[src/rtl/exc_ctrl_pkg.sv]
// Shared definitions for the exception sequencer: ex codes, CP0 register
// indices, FSM state encoding and the interrupt qualification helper.
package exc_ctrl_pkg;

    localparam logic [4:0] EXC_INT    = 5'h00;
    localparam logic [4:0] EXC_HLT    = 5'h01;
    localparam logic [4:0] EXC_RESUME = 5'h02;
    localparam logic [4:0] EXC_ADEL   = 5'h04;
    localparam logic [4:0] EXC_ADES   = 5'h05;
    localparam logic [4:0] EXC_SYS    = 5'h08;
    localparam logic [4:0] EXC_BP     = 5'h09;
    localparam logic [4:0] EXC_RI     = 5'h0a;
    localparam logic [4:0] EXC_OV     = 5'h0c;

    localparam logic [4:0] CP0_STATUS = 5'd12;
    localparam logic [4:0] CP0_CAUSE  = 5'd13;
    localparam logic [4:0] CP0_EPC    = 5'd14;

    localparam logic [1:0] ST_IDLE   = 2'd0;
    localparam logic [1:0] ST_COMMIT = 2'd1;
    localparam logic [1:0] ST_DRAIN  = 2'd2;
    localparam logic [1:0] ST_HALT   = 2'd3;

    typedef struct packed {
        logic [4:0]  code;
        logic [31:0] epc;
        logic        bd;
        logic        eret;
    } commit_t;

    // An interrupt is only taken while enabled, outside EXL and not halted.
    function automatic logic int_pending_f(input logic [7:0] sig, input logic [7:0] mask,
                                           input logic ie, input logic exl, input logic hlt);
        return (|(sig & mask)) & ie & ~exl & ~hlt;
    endfunction

endpackage

[src/rtl/exc_ctrl_prio.sv]
// Combinational IDLE arbitration: picks which event (exception, interrupt,
// ERET or external resume) becomes the next commit and what it carries.
module exc_prio
    import exc_ctrl_pkg::*;
#(
    parameter logic [4:0] CODE_INT    = 5'h00,
    parameter logic [4:0] CODE_RESUME = 5'h02
) (
    input  logic        wb_valid,
    input  logic        wb_ex_req,
    input  logic [4:0]  wb_ex_code,
    input  logic [31:0] wb_pc,
    input  logic        wb_bd,
    input  logic        wb_eret,
    input  logic        int_pending,
    input  logic        cp0_hlt,
    input  logic        resume_req,
    output logic        take,
    output logic [4:0]  sel_code,
    output logic [31:0] sel_epc,
    output logic        sel_bd,
    output logic        sel_eret
);

    always_comb begin
        take     = 1'b0;
        sel_code = '0;
        sel_epc  = '0;
        sel_bd   = 1'b0;
        sel_eret = 1'b0;
        if (wb_valid && wb_ex_req) begin
            take     = 1'b1;
            sel_code = wb_ex_code;
            sel_epc  = wb_pc;
            sel_bd   = wb_bd;
        end else if (wb_valid && int_pending) begin
            // The WB instruction is not retired, so EPC points back at it.
            take     = 1'b1;
            sel_code = CODE_INT;
            sel_epc  = wb_pc;
            sel_bd   = wb_bd;
        end else if (wb_valid && wb_eret) begin
            take     = 1'b1;
            sel_eret = 1'b1;
        end else if (cp0_hlt && resume_req) begin
            take     = 1'b1;
            sel_code = CODE_RESUME;
        end
    end

endmodule

[src/rtl/exc_ctrl.sv]
// Exception/interrupt sequencer: one registered commit to CP0, a fixed
// flush/stall drain window, and the halt/resume handshake.
module exc_ctrl
    import exc_ctrl_pkg::*;
#(
    parameter int         FLUSH_CYCLES = 2,
    parameter logic [4:0] CODE_INT     = 5'h00,
    parameter logic [4:0] CODE_HLT     = 5'h01,
    parameter logic [4:0] CODE_RESUME  = 5'h02
) (
    input  logic        clk,
    input  logic        rst,
    input  logic        wb_valid,
    input  logic        wb_ex_req,
    input  logic [4:0]  wb_ex_code,
    input  logic [31:0] wb_pc,
    input  logic        wb_bd,
    input  logic        wb_eret,
    input  logic        cp0_ie,
    input  logic        cp0_exl,
    input  logic [7:0]  cp0_int_mask,
    input  logic [7:0]  cp0_int_sig,
    input  logic        cp0_hlt,
    input  logic        resume_req,
    output logic        ex_wb_out,
    output logic [4:0]  ex_code_out,
    output logic [31:0] epc_out,
    output logic        bd_out,
    output logic        eret_flush_out,
    output logic        pipe_flush,
    output logic        pipe_stall,
    output logic        busy
);

    localparam logic [3:0] CNT_LOAD = 4'(FLUSH_CYCLES - 1);

    logic [1:0] state, state_n;
    logic [3:0] cnt, cnt_n;
    commit_t    lat, lat_n, sel;
    logic       take;
    logic       int_pending;
    logic       commit_n;
    logic       ex_n;

    assign int_pending = int_pending_f(cp0_int_sig, cp0_int_mask, cp0_ie, cp0_exl, cp0_hlt);

    exc_prio #(
        .CODE_INT    (CODE_INT),
        .CODE_RESUME (CODE_RESUME)
    ) u_prio (
        .wb_valid    (wb_valid),
        .wb_ex_req   (wb_ex_req),
        .wb_ex_code  (wb_ex_code),
        .wb_pc       (wb_pc),
        .wb_bd       (wb_bd),
        .wb_eret     (wb_eret),
        .int_pending (int_pending),
        .cp0_hlt     (cp0_hlt),
        .resume_req  (resume_req),
        .take        (take),
        .sel_code    (sel.code),
        .sel_epc     (sel.epc),
        .sel_bd      (sel.bd),
        .sel_eret    (sel.eret)
    );

    always_comb begin
        state_n = state;
        cnt_n   = cnt;
        lat_n   = lat;
        case (state)
            ST_IDLE: begin
                if (take) begin
                    state_n = ST_COMMIT;
                    lat_n   = sel;
                end
            end
            ST_COMMIT: begin
                state_n = ST_DRAIN;
                cnt_n   = CNT_LOAD;
            end
            ST_DRAIN: begin
                if (cnt == 4'd0) begin
                    state_n = (!lat.eret && lat.code == CODE_HLT) ? ST_HALT : ST_IDLE;
                end else begin
                    cnt_n = cnt - 4'd1;
                end
            end
            ST_HALT: begin
                if (resume_req) begin
                    state_n    = ST_COMMIT;
                    lat_n.code = CODE_RESUME;
                    lat_n.epc  = '0;
                    lat_n.bd   = 1'b0;
                    lat_n.eret = 1'b0;
                end
            end
            default: state_n = ST_IDLE;
        endcase
    end

    // Outputs are registered from the next state so they line up with it.
    assign commit_n = (state_n == ST_COMMIT);
    assign ex_n     = commit_n & ~lat_n.eret;

    always_ff @(posedge clk or negedge rst) begin
        if (!rst) begin
            state          <= ST_IDLE;
            cnt            <= '0;
            ex_wb_out      <= 1'b0;
            ex_code_out    <= '0;
            epc_out        <= '0;
            bd_out         <= 1'b0;
            eret_flush_out <= 1'b0;
            pipe_flush     <= 1'b0;
            pipe_stall     <= 1'b0;
            busy           <= 1'b0;
        end else begin
            state          <= state_n;
            cnt            <= cnt_n;
            ex_wb_out      <= ex_n;
            ex_code_out    <= ex_n ? lat_n.code : 5'd0;
            epc_out        <= ex_n ? lat_n.epc : 32'd0;
            bd_out         <= ex_n & lat_n.bd;
            eret_flush_out <= commit_n & lat_n.eret;
            pipe_flush     <= commit_n | (state_n == ST_DRAIN);
            pipe_stall     <= (state_n != ST_IDLE);
            busy           <= (state_n != ST_IDLE);
        end
    end

    always_ff @(posedge clk) begin
        lat <= lat_n;
    end

endmodule

[config.mk]
export PLATFORM = sky130hd
export DESIGN_NAME = exc_ctrl
export DESIGN_NICKNAME = d
export VERILOG_FILES = /design/src/rtl/exc_ctrl_pkg.sv /design/src/rtl/exc_ctrl_prio.sv /design/src/rtl/exc_ctrl.sv
export SDC_FILE = /design/constraint.sdc
export NUM_CORES = 1
export LEC_CHECK = 0
export BUFFER_PORTS_ARGS = -buffer_cell sky130_fd_sc_hd__buf_2
export CORE_ASPECT_RATIO = 0.5
export CORE_MARGIN = 4
export CORE_UTILIZATION = 46
export DETAILED_ROUTE_END_ITERATION = 8
export PLACE_DENSITY = 0.86
export SETUP_SLACK_MARGIN = 0.05
export SYNTH_ARGS = -nofsm -noshare
export SYNTH_HDL_FRONTEND = slang
export SYNTH_HIERARCHICAL = 1
export SYNTH_SLANG_ARGS = --single-unit
[constraint.sdc]
create_clock -name clk -period 2.35 [get_ports clk]
set_input_delay 0.47 -clock clk [delete_from_list [all_inputs] [get_ports clk]]
set_output_delay 0.47 -clock clk [all_outputs]
set_load 0.02 [all_outputs]
==> flow_metrics.tcl <==
set metrics [dict create \
    crit_type "reg2reg" \
    avgRoutedWirePerCell_um 16.5 \
    synth_area_per_cell_um2 11.8 \
    htreeDepth 3 \
    start_kind "flop" \
    path_cells "inv_1, ha_1, nand2b_1, a21oi_2, a211o_1, ha_2, inv_2, a221oi_4, buf_12, buf_16, and2_4" \
    leakagePower_nw 2.48 \
    fin_util_pct 67.0 \
    dp_hpwl_um 5760 \
    fin_skew_ns 0.00427 \
    outcome "finished clean" \
    final_common_cell "buf_2" \
    cp-end-kind "flop" \
    avgViaCountPerCell 5.13 \
    cp_slowest_stage_delay_ns 0.44 \
    r2r-start "state[0]$_DFF_PN0_" \
    busiest_layer "met2" \
    gr-usage-met1_pct 25.2 \
    overflow 0 \
    hold_viol 0 \
    irDropWorstVdd_mv 0.563 \
    min_period_over_period_pct 99.4 \
    most-common-layout-cells "105 x buf_2, 47 x and2_4, 47 x dfrtp_1" \
    max_slew_margin_pct 53.9 \
    r2r_cells 11 \
    ant_nets 0 \
    setup_tns_ns 0 \
    crit_buf_inv 4 \
    nets 507 \
    arrival_ns 2.61 \
    cts_buffer_depth 2 \
    setup_viol 0 \
    drt_pass1_iterations 4 \
    maxSlewViolCount 0 \
    first_iter_violations 144 \
    fin_crit_ns 2.34 \
    maxCapViolCount 0 \
    ff2ff_setup_slack_ns 0.01 \
    n_antenna_cell 0 \
    cts-root-buf "clkbuf_16" \
    num_rows 22 \
    hold_class "in2async" \
    die_area_um2 9060 \
    antenna_found_initial 0 \
    core_um2 7320 \
    first_global_vias 2854 \
    synth_fp_nets 364 \
    worstMarginPinSlew_ns 0.691 \
    whs_ns 0.174 \
    cp_max_fo 7 \
    rsz0062_at_grt "yes" \
    clk_latency_ns 0.34 \
    ys_types 44 \
    grt_max_degree 38 \
    crit_slowest_cell "dfrtp_1" \
    cts-buffers-inserted 9 \
    cts.sinks 87 \
    async_reset_ff_share_pct 55.2 \
    clkTransAtPathRegs_ns 0.06 \
    drc 0 \
    ys_seq_elements 87 \
    fp.dieW_um 131 \
    power.density_nw_per_um2 1280 \
    drt-total-wl_um 8860 \
    netlist_instances 293 \
    fin_total_pwr_mw 6.26 \
    syn_area_um2 3460 \
    track_usage_pct 19.9 \
    synth_flop_cell "dfrtp_1" \
    timing.rr.end "ex_code_out[3]$_DFF_PN0_" \
    tritoncts "done" \
    via_count 2754 \
    synthToLayoutAreaGrowth_pct 41.8 \
    use_met2_pct 32.7 \
    yosysSeqAreaShare_pct 57.3 \
    grt_pass1_wl_um 14000 \
    clock.fmax_mhz 428 \
    cp_top_family "compound AO/OA/AOI/OAI gates" \
    drive_gt1_share_pct 54.6 \
    crit_required_ns 2.63 \
    io_buffers 105 \
    start_util_pct 47.2 \
    synth_edf_count 0 \
    die_height_um 69.3 \
    synth_warnings 6 \
    cts.hold.buffers_added 0 \
    gp_congestion 0.904 \
    ioPinCount 106 \
    met3_usage_pct 5.23 \
]
## stage by stage
stage | setup WS [ns] | instance area, um2 | cells
2_1_floorplan | -0.0928 | 3490 | 293
3_3_place_gp | -0.123 | 4340 | 508
3_5_place_dp | -0.166 | 4340 | 508
4_1_cts | 0.0359 | 4900 | 537
5_1_grt | -0.0465 | 4910 | 537
6_report | 0.0145 | 4910 | 537
## power breakdown
part           internal [mW]  switching, mW
combinational           1.46           1.46
sequential              1.81          0.135
clock                  0.853          0.544
## sequential cells by signal (all words and copies together) (netlist names), 2 cells and up
name / flops
lat: 39
epc_out: 32
ex_code_out: 5
cnt: 4
state: 2
## synthesized netlist by cell type (2+ instances only)
master    number  share of area, %
a21oi_1        5              0.72
a22o_1        37               9.4
a22oi_1        5               1.1
and2_1        49               8.9
and2_2         3              0.65
and2_4        20               5.1
and3_2         4              0.87
buf_1          3              0.33
buf_2          5              0.72
buf_4          3              0.65
buf_6          3              0.98
clkbuf_1       2              0.22
dfrtp_1       48                35
dfxtp_1       39                23
ha_1           8               2.9
inv_1          7              0.76
nand2_1        8              0.87
nand2b_1       2              0.36
nand3_1        4              0.58
nor2_1         5              0.54
nor2b_1        4              0.72
o21ai_0        7               1.0
## how the worst max path moves through the flow
stage	startpoint	end	slack, ns	cells past startpoint
floorplan	cp0_int_sig[5]	epc_out[30]$_DFF_PN0_	-0.09	13
global placement	cp0_int_sig[5]	epc_out[9]$_DFF_PN0_	-0.12	13
detailed placement	cp0_int_sig[5]	epc_out[21]$_DFF_PN0_	-0.17	13
CTS	cnt[1]$_DFFE_PN0P_	ex_code_out[0]$_DFF_PN0_	0.04	13
global route	state[0]$_DFF_PN0_	epc_out[23]$_DFF_PN0_	-0.05	12
finish	state[0]$_DFF_PN0_	ex_code_out[3]$_DFF_PN0_	0.01	11
## cell type report
type,instances,area (um2)
clock inverters,3,43.8
inverters,7,26.3
multi-input cells,183,1530
well taps,96,120
fillers,517,2410
flip-flops and latches,87,1980
clock buffers,13,250
repair buffers,148,958
## layer usage
metal / routed length (um) / share of wire (%) / up-vias
met5: 0 / 0 / -
met4: 145 / 1.6 / 0
met3: 558 / 6.3 / 13
met2: 4460 / 50 / 111
met1: 3690 / 42 / 1332
li1: - / - / 1298
## worst reg2reg max path, stage by stage, from the launching register on
cell and delay, ns:
dfrtp_1 0.44, inv_1 0.12, ha_1 0.30, nand2b_1 0.19
a21oi_2 0.13, a211o_1 0.15, ha_2 0.19, inv_2 0.04
a221oi_4 0.28, buf_12 0.18, buf_16 0.12, and2_4 0.13
## logic make-up after synthesis
kind of cell               count (synthesis)  synth area share, %
DFF                                       87                 57.3
buffers and inverters                     23                 3.65
adders and majority gates                  8                 2.89
xor gates and xnor gates                   1                0.253
and+or+nand+nor                          109                 20.7
AOI/OAI and AO/OA                         65                 15.2
## repair_timing
action | 4_1_cts | 5_1_grt
gates cloned | 2 | 0
setup endpoints to repair | 39 | 39
pin swaps | 17 | 7
buffers inserted | 13 | 1
resized for setup | 43 | 7
Power figures use the tool's default switching activity.
